$ cat config.mk
export PLATFORM = sky130hd
export DESIGN_NAME = note_mixer
export DESIGN_NICKNAME = d
export VERILOG_FILES = /design/src/rtl/note_mixer.sv
export SDC_FILE = /design/constraint.sdc
export NUM_CORES = 1
export LEC_CHECK = 0
export BUFFER_PORTS_ARGS = -buffer_cell sky130_fd_sc_hd__buf_2
export CAP_MARGIN = 20
export CELL_PAD_IN_SITES_DETAIL_PLACEMENT = 0
export CELL_PAD_IN_SITES_GLOBAL_PLACEMENT = 1
export CORE_ASPECT_RATIO = 1.75
export CORE_MARGIN = 2
export CORE_UTILIZATION = 43
export DETAILED_ROUTE_END_ITERATION = 16
export PLACE_DENSITY = 0.87
export SYNTH_ARGS = -nofsm -noshare
export SYNTH_HDL_FRONTEND = slang
export SYNTH_SLANG_ARGS = --single-unit
$ cat constraint.sdc
create_clock -name clk -period 3.4 [get_ports clk]
set_input_delay 0.34 -clock clk [delete_from_list [all_inputs] [get_ports clk]]
set_output_delay 0.34 -clock clk [all_outputs]
set_load 0.005 [all_outputs]
$ cat src/rtl/note_mixer.sv
// note_mixer: NUM_CH square-wave voices with shared volume, summed with
// saturation into one signed AMP_W-bit sample per sample_tick.
// Optional build macro NOTE_MIXER_ENVELOPE_EN adds a per-voice linear
// attack/release envelope with a release tail on the last divider.
module note_mixer #(
  parameter int NUM_CH = 2,
  parameter int DIV_W  = 22,
  parameter int AMP_W  = 16,
  parameter int VOL_W  = 3
) (
  input  logic                    clk,
  input  logic                    rst,
  input  logic [NUM_CH*DIV_W-1:0] note_div,
  input  logic [NUM_CH-1:0]       ch_en,
  input  logic [VOL_W-1:0]        volume,
  input  logic                    sample_tick,
  output logic [AMP_W-1:0]        audio_out,
  output logic                    out_valid,
  output logic [NUM_CH-1:0]       active
);

  localparam int SUM_W = AMP_W + $clog2(NUM_CH) + 1;
  localparam logic signed [SUM_W-1:0] MAXV = {{(SUM_W-AMP_W+1){1'b0}}, {(AMP_W-1){1'b1}}};
  localparam logic signed [SUM_W-1:0] MINV = {{(SUM_W-AMP_W+1){1'b1}}, {(AMP_W-1){1'b0}}};

  logic [DIV_W-1:0]        divIn   [NUM_CH];
  logic [DIV_W-1:0]        effDiv  [NUM_CH];
  logic [DIV_W-1:0]        cnt_q   [NUM_CH];
  logic [DIV_W-1:0]        cnt_d   [NUM_CH];
  logic [NUM_CH-1:0]       phase_q, phase_d;
  logic [NUM_CH-1:0]       active_q, active_d;
  logic [NUM_CH-1:0]       sounding, running;
  logic signed [SUM_W-1:0] amp;
  logic signed [SUM_W-1:0] contrib [NUM_CH];
  logic signed [SUM_W-1:0] mixSum;
  logic [AMP_W-1:0]        satSum;
  logic [AMP_W-1:0]        audio_q;
  logic                    valid_q;

  // Unpack per-voice dividers and decide which voices are sounding right now
  always_comb begin
    for (int i = 0; i < NUM_CH; i++) begin
      divIn[i]    = note_div[i*DIV_W +: DIV_W];
      sounding[i] = ch_en[i] && (divIn[i] >= DIV_W'(2));
    end
  end

`ifdef NOTE_MIXER_ENVELOPE_EN
  localparam int ENV_W  = VOL_W + 3;
  localparam int PROD_W = SUM_W + ENV_W;

  logic [ENV_W-1:0]  env_q     [NUM_CH];
  logic [ENV_W-1:0]  env_d     [NUM_CH];
  logic [DIV_W-1:0]  lastDiv_q [NUM_CH];
  logic [DIV_W-1:0]  lastDiv_d [NUM_CH];
  logic [PROD_W-1:0] envProd   [NUM_CH];

  // Envelope ramps once per tick; a released voice keeps ringing on its last divider
  always_comb begin
    for (int i = 0; i < NUM_CH; i++) begin
      env_d[i]     = env_q[i];
      lastDiv_d[i] = sounding[i] ? divIn[i] : lastDiv_q[i];
      if (sample_tick) begin
        if (sounding[i] && (env_q[i] != {ENV_W{1'b1}}))
          env_d[i] = env_q[i] + ENV_W'(1);
        else if (!sounding[i] && (env_q[i] != '0))
          env_d[i] = env_q[i] - ENV_W'(1);
      end
      running[i]  = sounding[i] || (env_q[i] != '0);
      effDiv[i]   = sounding[i] ? divIn[i] : lastDiv_q[i];
      active_d[i] = (env_d[i] != '0);
    end
  end

  // Envelope and remembered divider registers
  always_ff @(posedge clk or posedge rst) begin
    if (rst) begin
      for (int i = 0; i < NUM_CH; i++) begin
        env_q[i]     <= '0;
        lastDiv_q[i] <= '0;
      end
    end else begin
      for (int i = 0; i < NUM_CH; i++) begin
        env_q[i]     <= env_d[i];
        lastDiv_q[i] <= lastDiv_d[i];
      end
    end
  end

  // Envelope-scaled contribution, sign taken from the voice phase
  always_comb begin
    for (int i = 0; i < NUM_CH; i++) begin
      envProd[i] = (PROD_W'(amp) * PROD_W'(env_q[i])) >> ENV_W;
      contrib[i] = phase_q[i] ? -SUM_W'(envProd[i]) : SUM_W'(envProd[i]);
    end
  end
`else
  // Without the envelope, voices run and sound only while enabled
  always_comb begin
    for (int i = 0; i < NUM_CH; i++) begin
      running[i]  = sounding[i];
      effDiv[i]   = divIn[i];
      active_d[i] = sounding[i];
      if (!sounding[i])
        contrib[i] = '0;
      else
        contrib[i] = phase_q[i] ? -amp : amp;
    end
  end
`endif

  // Half-period counters; >= keeps a lowered divider from letting the count wrap
  always_comb begin
    for (int i = 0; i < NUM_CH; i++) begin
      cnt_d[i]   = cnt_q[i] + DIV_W'(1);
      phase_d[i] = phase_q[i];
      if (!running[i]) begin
        cnt_d[i]   = '0;
        phase_d[i] = 1'b0;
      end else if (cnt_q[i] >= effDiv[i]) begin
        cnt_d[i]   = '0;
        phase_d[i] = ~phase_q[i];
      end
    end
  end

  // Voice state registers
  always_ff @(posedge clk or posedge rst) begin
    if (rst) begin
      for (int i = 0; i < NUM_CH; i++) cnt_q[i] <= '0;
      phase_q  <= '0;
      active_q <= '0;
    end else begin
      for (int i = 0; i < NUM_CH; i++) cnt_q[i] <= cnt_d[i];
      phase_q  <= phase_d;
      active_q <= active_d;
    end
  end

  // Shared amplitude, signed sum of all voices, then clamp to the sample range
  always_comb begin
    amp    = (SUM_W'(volume) + SUM_W'(1)) << (AMP_W - 7);
    mixSum = '0;
    for (int i = 0; i < NUM_CH; i++) mixSum = mixSum + contrib[i];
    if (mixSum > MAXV)
      satSum = AMP_W'(MAXV);
    else if (mixSum < MINV)
      satSum = AMP_W'(MINV);
    else
      satSum = AMP_W'(mixSum);
  end

  // Output sample register, loaded only on a tick and held otherwise
  always_ff @(posedge clk or posedge rst) begin
    if (rst) begin
      audio_q <= '0;
      valid_q <= 1'b0;
    end else begin
      valid_q <= sample_tick;
      if (sample_tick) audio_q <= satSum;
    end
  end

  assign audio_out = audio_q;
  assign out_valid = valid_q;
  assign active    = active_q;

endmodule

# ---- Word-level counts from Yosys, hierarchy flattened
# Cells that the tools add are included.
dict set report classes {
  addsub 5
  n_lt_le_gt_ge 6
  eq_ne 2
  n_mux 14
  bitwise 2
  reduce_logical 2
}
# cell n
set ops {}
lappend ops {{$mux W22} 4}
lappend ops {{$mux W18} 4}
lappend ops {{$add A22 B1 Y22 const B} 2}
lappend ops {{$ge A22 B2 Y1 const B} 2}
lappend ops {{$ge A22 B22 Y1} 2}
lappend ops {{$mux W16} 2}
lappend ops {{$add A18 B18 Y18} 1}
lappend ops {{$gt A18 B16 Y1 const B} 1}
lappend ops {{$lt A18 B16 Y1 const B} 1}
lappend ops {{$neg A18 Y18} 1}
lappend ops {{$add A3 B1 Y4 const B} 1}
lappend ops {{$mux W1} 4}
lappend ops {{$ne A2 B1 Y1 const B} 2}
lappend ops {{$logic_and A1 B1 Y1} 2}
lappend ops {{$not A1 Y1} 2}
dict set report word_totals {
  ff_bits 65
  in_bits 52
  out_inout_bits 19
  wordCells 38
}

# ---- Logic depth before layout (Yosys ltp)
dict set report depth {
  word_depth 8
  mapped_depth 14
  depth_no_buf 13
}

# ---- Worst setup path before layout
# Ideal clock, no wire load.
dict set report synth_path {
  path_type {input-to-reg}
  startpoint {input port note_div[13]}
  endpoint {register audio_q[14], in the netlist audio_out[14]}
  setup_time_ps 126
  arrival_ps 2925
  required_time_ps 3274
  path_slack_ps 349
  cell_stages 14
  n_path_buf 1
  path_cell_list {nor4_1 nand4_1 o41ai_2 inv_1 nand2_1 a21oi_1 ha_1 clkbuf_1 nand3_1 or3_1 nand4_1 nand2b_1 and2b_1 a221o_1}
}
dict set report synth_via {
  elab_chain_len 7
  word_cells_on_any_way 8
  classes_between {add/sub: 1; order compare: 3; mux: 3; reduce/logical: 1}
}
# element line
set synth_rtl {}
lappend synth_rtl {{from (decl)} 13} ;# input logic [NUM_CH*DIV_W-1:0] note_div,
lappend synth_rtl {{$ge A22 B2 Y1 (*)} 44} ;# sounding[i] = ch_en[i] && (divIn[i] >= DIV_W'(2));
lappend synth_rtl {{$logic_and A1 B1 Y1 (*)} 44}
lappend synth_rtl {{named net active_d[0]} 31} ;# logic [NUM_CH-1:0] active_q, active_d;
lappend synth_rtl {{$mux W18 (*)} 104} ;# if (!sounding[i])
lappend synth_rtl {{$add A18 B18 Y18 (*)} 144} ;# for (int i = 0; i < NUM_CH; i++) mixSum = mixSum + contrib[i];
lappend synth_rtl {{$lt A18 B16 Y1} 147} ;# else if (mixSum < MINV)
lappend synth_rtl {{$mux W16} 147}
lappend synth_rtl {{$mux W16 (*)} 145} ;# if (mixSum > MAXV)
lappend synth_rtl {{to (signal assigned)} 160} ;# if (sample_tick) audio_q <= satSum;
lappend synth_rtl {{to (decl)} 37} ;# logic [AMP_W-1:0] audio_q;
# The timed path passes the listed nets; every way through them passes the cells marked *.
# A chain may end at the register's enable or synchronous reset.

# ---- Worst setup path after layout
dict set report layout_path {
  startpoint {input port note_div[13]}
  endpoint {register audio_q[13], in the netlist audio_out[13]}
}
# The elaborated chain is that of the path after synthesis.

==> qor.csv <==
metric,value,unit
outcome,finished clean,
crit path DAT,3.29,ns
Yosys top cell by area,dfrtp_1,
number of synthesized flops with an enable pin,0,
cts hold-fix bufs,0,
Post-DRT Antenna Nets,0,
Num CTS Buffers,9,
Yosys top cell area share,32.8,%
"CP delay by family, top",simple AND/OR/NAND/NOR gates,
ys async rst share,100,%
dpl hpwl,8000,µm
"top cells by area, synth","dfrtp_1 (33%), ha_1 (16%), nor2_1 (6.1%)",
Hold Path Class,input pin to asynchronous set/reset pin,
post-synth cell types,50,
ANT cells,0,
H-tree level count,3,
crit-path cells,buf_2 -> nor4_2 -> nand4_1 -> o41ai_2 -> buf_4 -> inv_1 -> nand2_1 -> nor2_1 -> ha_1 -> nand2b_1 -> o41a_1 -> nand2_1 -> and2b_1 -> a221o_1,
register area share after synthesis,32.8,%
synthesized flop and latch total,57,
Max Cap Viol,0,
first-pass GRT wire length,17000,µm
io pins,71,
Setup Buffers After CTS,0,
Pwr Total,1.83,mW
"most common cell after layout, fill and taps aside",nor2_1,
initial detailed-routing violation count,88,
Fin. Hold Viols,0,
register area,1430,µm²
grt ovf,0,
GRT Util Overall,20.1,%
mapped cell area,4340,µm²
unrepaired setup endpoints after global routing,false,
total wire length,10100,µm
clk_lat worst skew,0.33,ns
CTS sink cnt,57,
vias per inst,5.22,
Tmin final,3.08,ns
vias,3706,
DR WL/cell,14.2,µm
"Net Count, Synth",611,
CP bufs+invs,3,
Max Fclk,325,MHz
Syn Inst Count,503,
gpl congestion,0.868,
multi-input logic area,2600,µm²
Mapped Avg Cell Area,8.63,µm²
skew final,0.00574,ns
Pins Over Slew Limit,0,
Area growth syn-to-layout,18.3,%
Lkg Pwr,2.67,nW
slew margin rel.,46.6,%
Max IR drop VDD,0.000322,V
final setup fails,0,
FF-to-FF End,audio_out[13]$_DFFE_PP0P_,
vias in the first global route,3813,
crit start category,input pin,
fin cells,710,
initial antenna violation count,0,
worst r2r src,phase_q[0]$_DFFE_PP0P_,
reg2reg path depth,11,
clk root buf,clkbuf_16,
slowest cell delay on critical path,0.46,ns
DIE WIDTH,80.0,µm
DRC,0,
Buffers on Ports,70,
"commonest non-fill, non-tap cells in the layout","nor2_1 (71), buf_2 (70), inv_1 (57), dfrtp_1 (57), ha_1 (55)",
Initial Utilization,44.1,%
die area,11000,µm²
share of cells above drive strength 1,18.6,%
Pwr Density,357,nW/µm²
R2R Setup Slk,0.60,ns
largest net degree at the start of global routing,39,
Pre-antenna DRT Iters,4,
Final Cell Area,5140,µm²
Worst Max-Slew Pin Slew,0.799,ns
"Net count, final",688,
post-route clock period utilization,90.6,%
TritonCTS clock tree,yes,
Layout Utilization,52.2,%
CP Capture Type,flop,
clock tree buffer depth,2,
Crit Path Class,input pin to flop,
fill count,966,
Crit-path slowest cell,ha_1,
critical path required time,3.61,ns
most frequent CP cell,nand2_1,
dominant synthesized flop cell,dfrtp_1,
Placed Cells,694,
die height,137,µm
Core ar.,9850,µm²
clk slew on worst S/H paths,0.05,ns
synth warn,0,
row cnt,48,
critical path peak fanout,11,
"Cell Area, Placed",4830,µm²
flip-flops by register name, indices dropped and copies added, names as in the netlist:
name       flops
audio_out      8
out_valid      1
phase_q        2
cnt_q         44
active         2
worst max path at each step:
| stage | start | end | depth (start not counted) |
|---|---|---|---|
| after floorplan | note_div[13] | audio_out[14]$_DFFE_PP0P_ | 14 |
| after global placement | note_div[13] | audio_out[11]$_DFFE_PP0P_ | 14 |
| after detailed placement | note_div[13] | audio_out[13]$_DFFE_PP0P_ | 14 |
| after CTS | note_div[13] | audio_out[13]$_DFFE_PP0P_ | 14 |
| after global routing | note_div[2] | audio_out[13]$_DFFE_PP0P_ | 16 |
| final | note_div[13] | audio_out[13]$_DFFE_PP0P_ | 14 |
cell type report:
cell class	count	area share [%]
clock buffer	11	4.72
clock inverter	5	1.07
inverter	58	4.24
multi-input combinational	372	50.6
sequential	57	27.8
tap	125	3.04
timing repair buffer	82	8.57
stage by stage:
stage	worst slack, ns	setup TNS [ns]	hold slack [ns]
5_1_grt	0.0440	0	0.168
3_3_place_gp	-0.117	-0.537	0.475
4_1_cts	0.142	0	0.160
3_5_place_dp	-0.219	-1.06	0.484
6_report	0.318	0	0.163
2_1_floorplan	0.349	0	0.371
repair_timing:
| action | CTS | global route |
|---|---|---|
| hold endpoints to repair | 0 | 0 |
| resized for setup | 0 | 2 |
| endpoints found under the setup margin | 0 | 4 |
cell usage after synthesis (all sizes together) (6+ instances only):
library cell	n
dfrtp	57
xor2	29
xnor2	20
nand2b	8
nand2	31
inv	58
and3	9
nand3	24
nand4	18
nor4	6
nor2	71
buf	13
nor3	8
ha	55
o21ai	11
a21oi	30
per-layer routing:
layer / vias up / global-route usage [%] / part of all wire [%]
met1: 1731 / 21.4 / 40
met4: 0 / 9.70 / 3.0
li1: 1873 / - / -
met5: - / 0 / 0
met2: 76 / 36.9 / 54
met3: 26 / 3.96 / 3.4
cell families (layout without fill, tap and decap cells):
family | after synthesis | in the layout | share of synthesized area [%]
AND/OR/NAND/NOR | 193 | 193 | 21.4
buffers and inverters | 74 | 156 | 7.52
AO/OA/AOI/OAI | 72 | 72 | 11.6
flip-flops | 57 | 57 | 32.8
adder cells (fa/ha/maj) | 56 | 56 | 16.3
XOR/XNOR | 49 | 49 | 9.88
multiplexers | 2 | 2 | 0.461
report_power, final:
| part | total (mW) | internal, mW | switching, mW |
|---|---|---|---|
| sequential | 0.710 | 0.696 | 0.0146 |
| clock | 0.908 | 0.584 | 0.324 |
| combinational | 0.215 | 0.0941 | 0.120 |
| total | 1.83 | 1.37 | 0.459 |
Note: power is estimated with default switching activity, not from simulation.
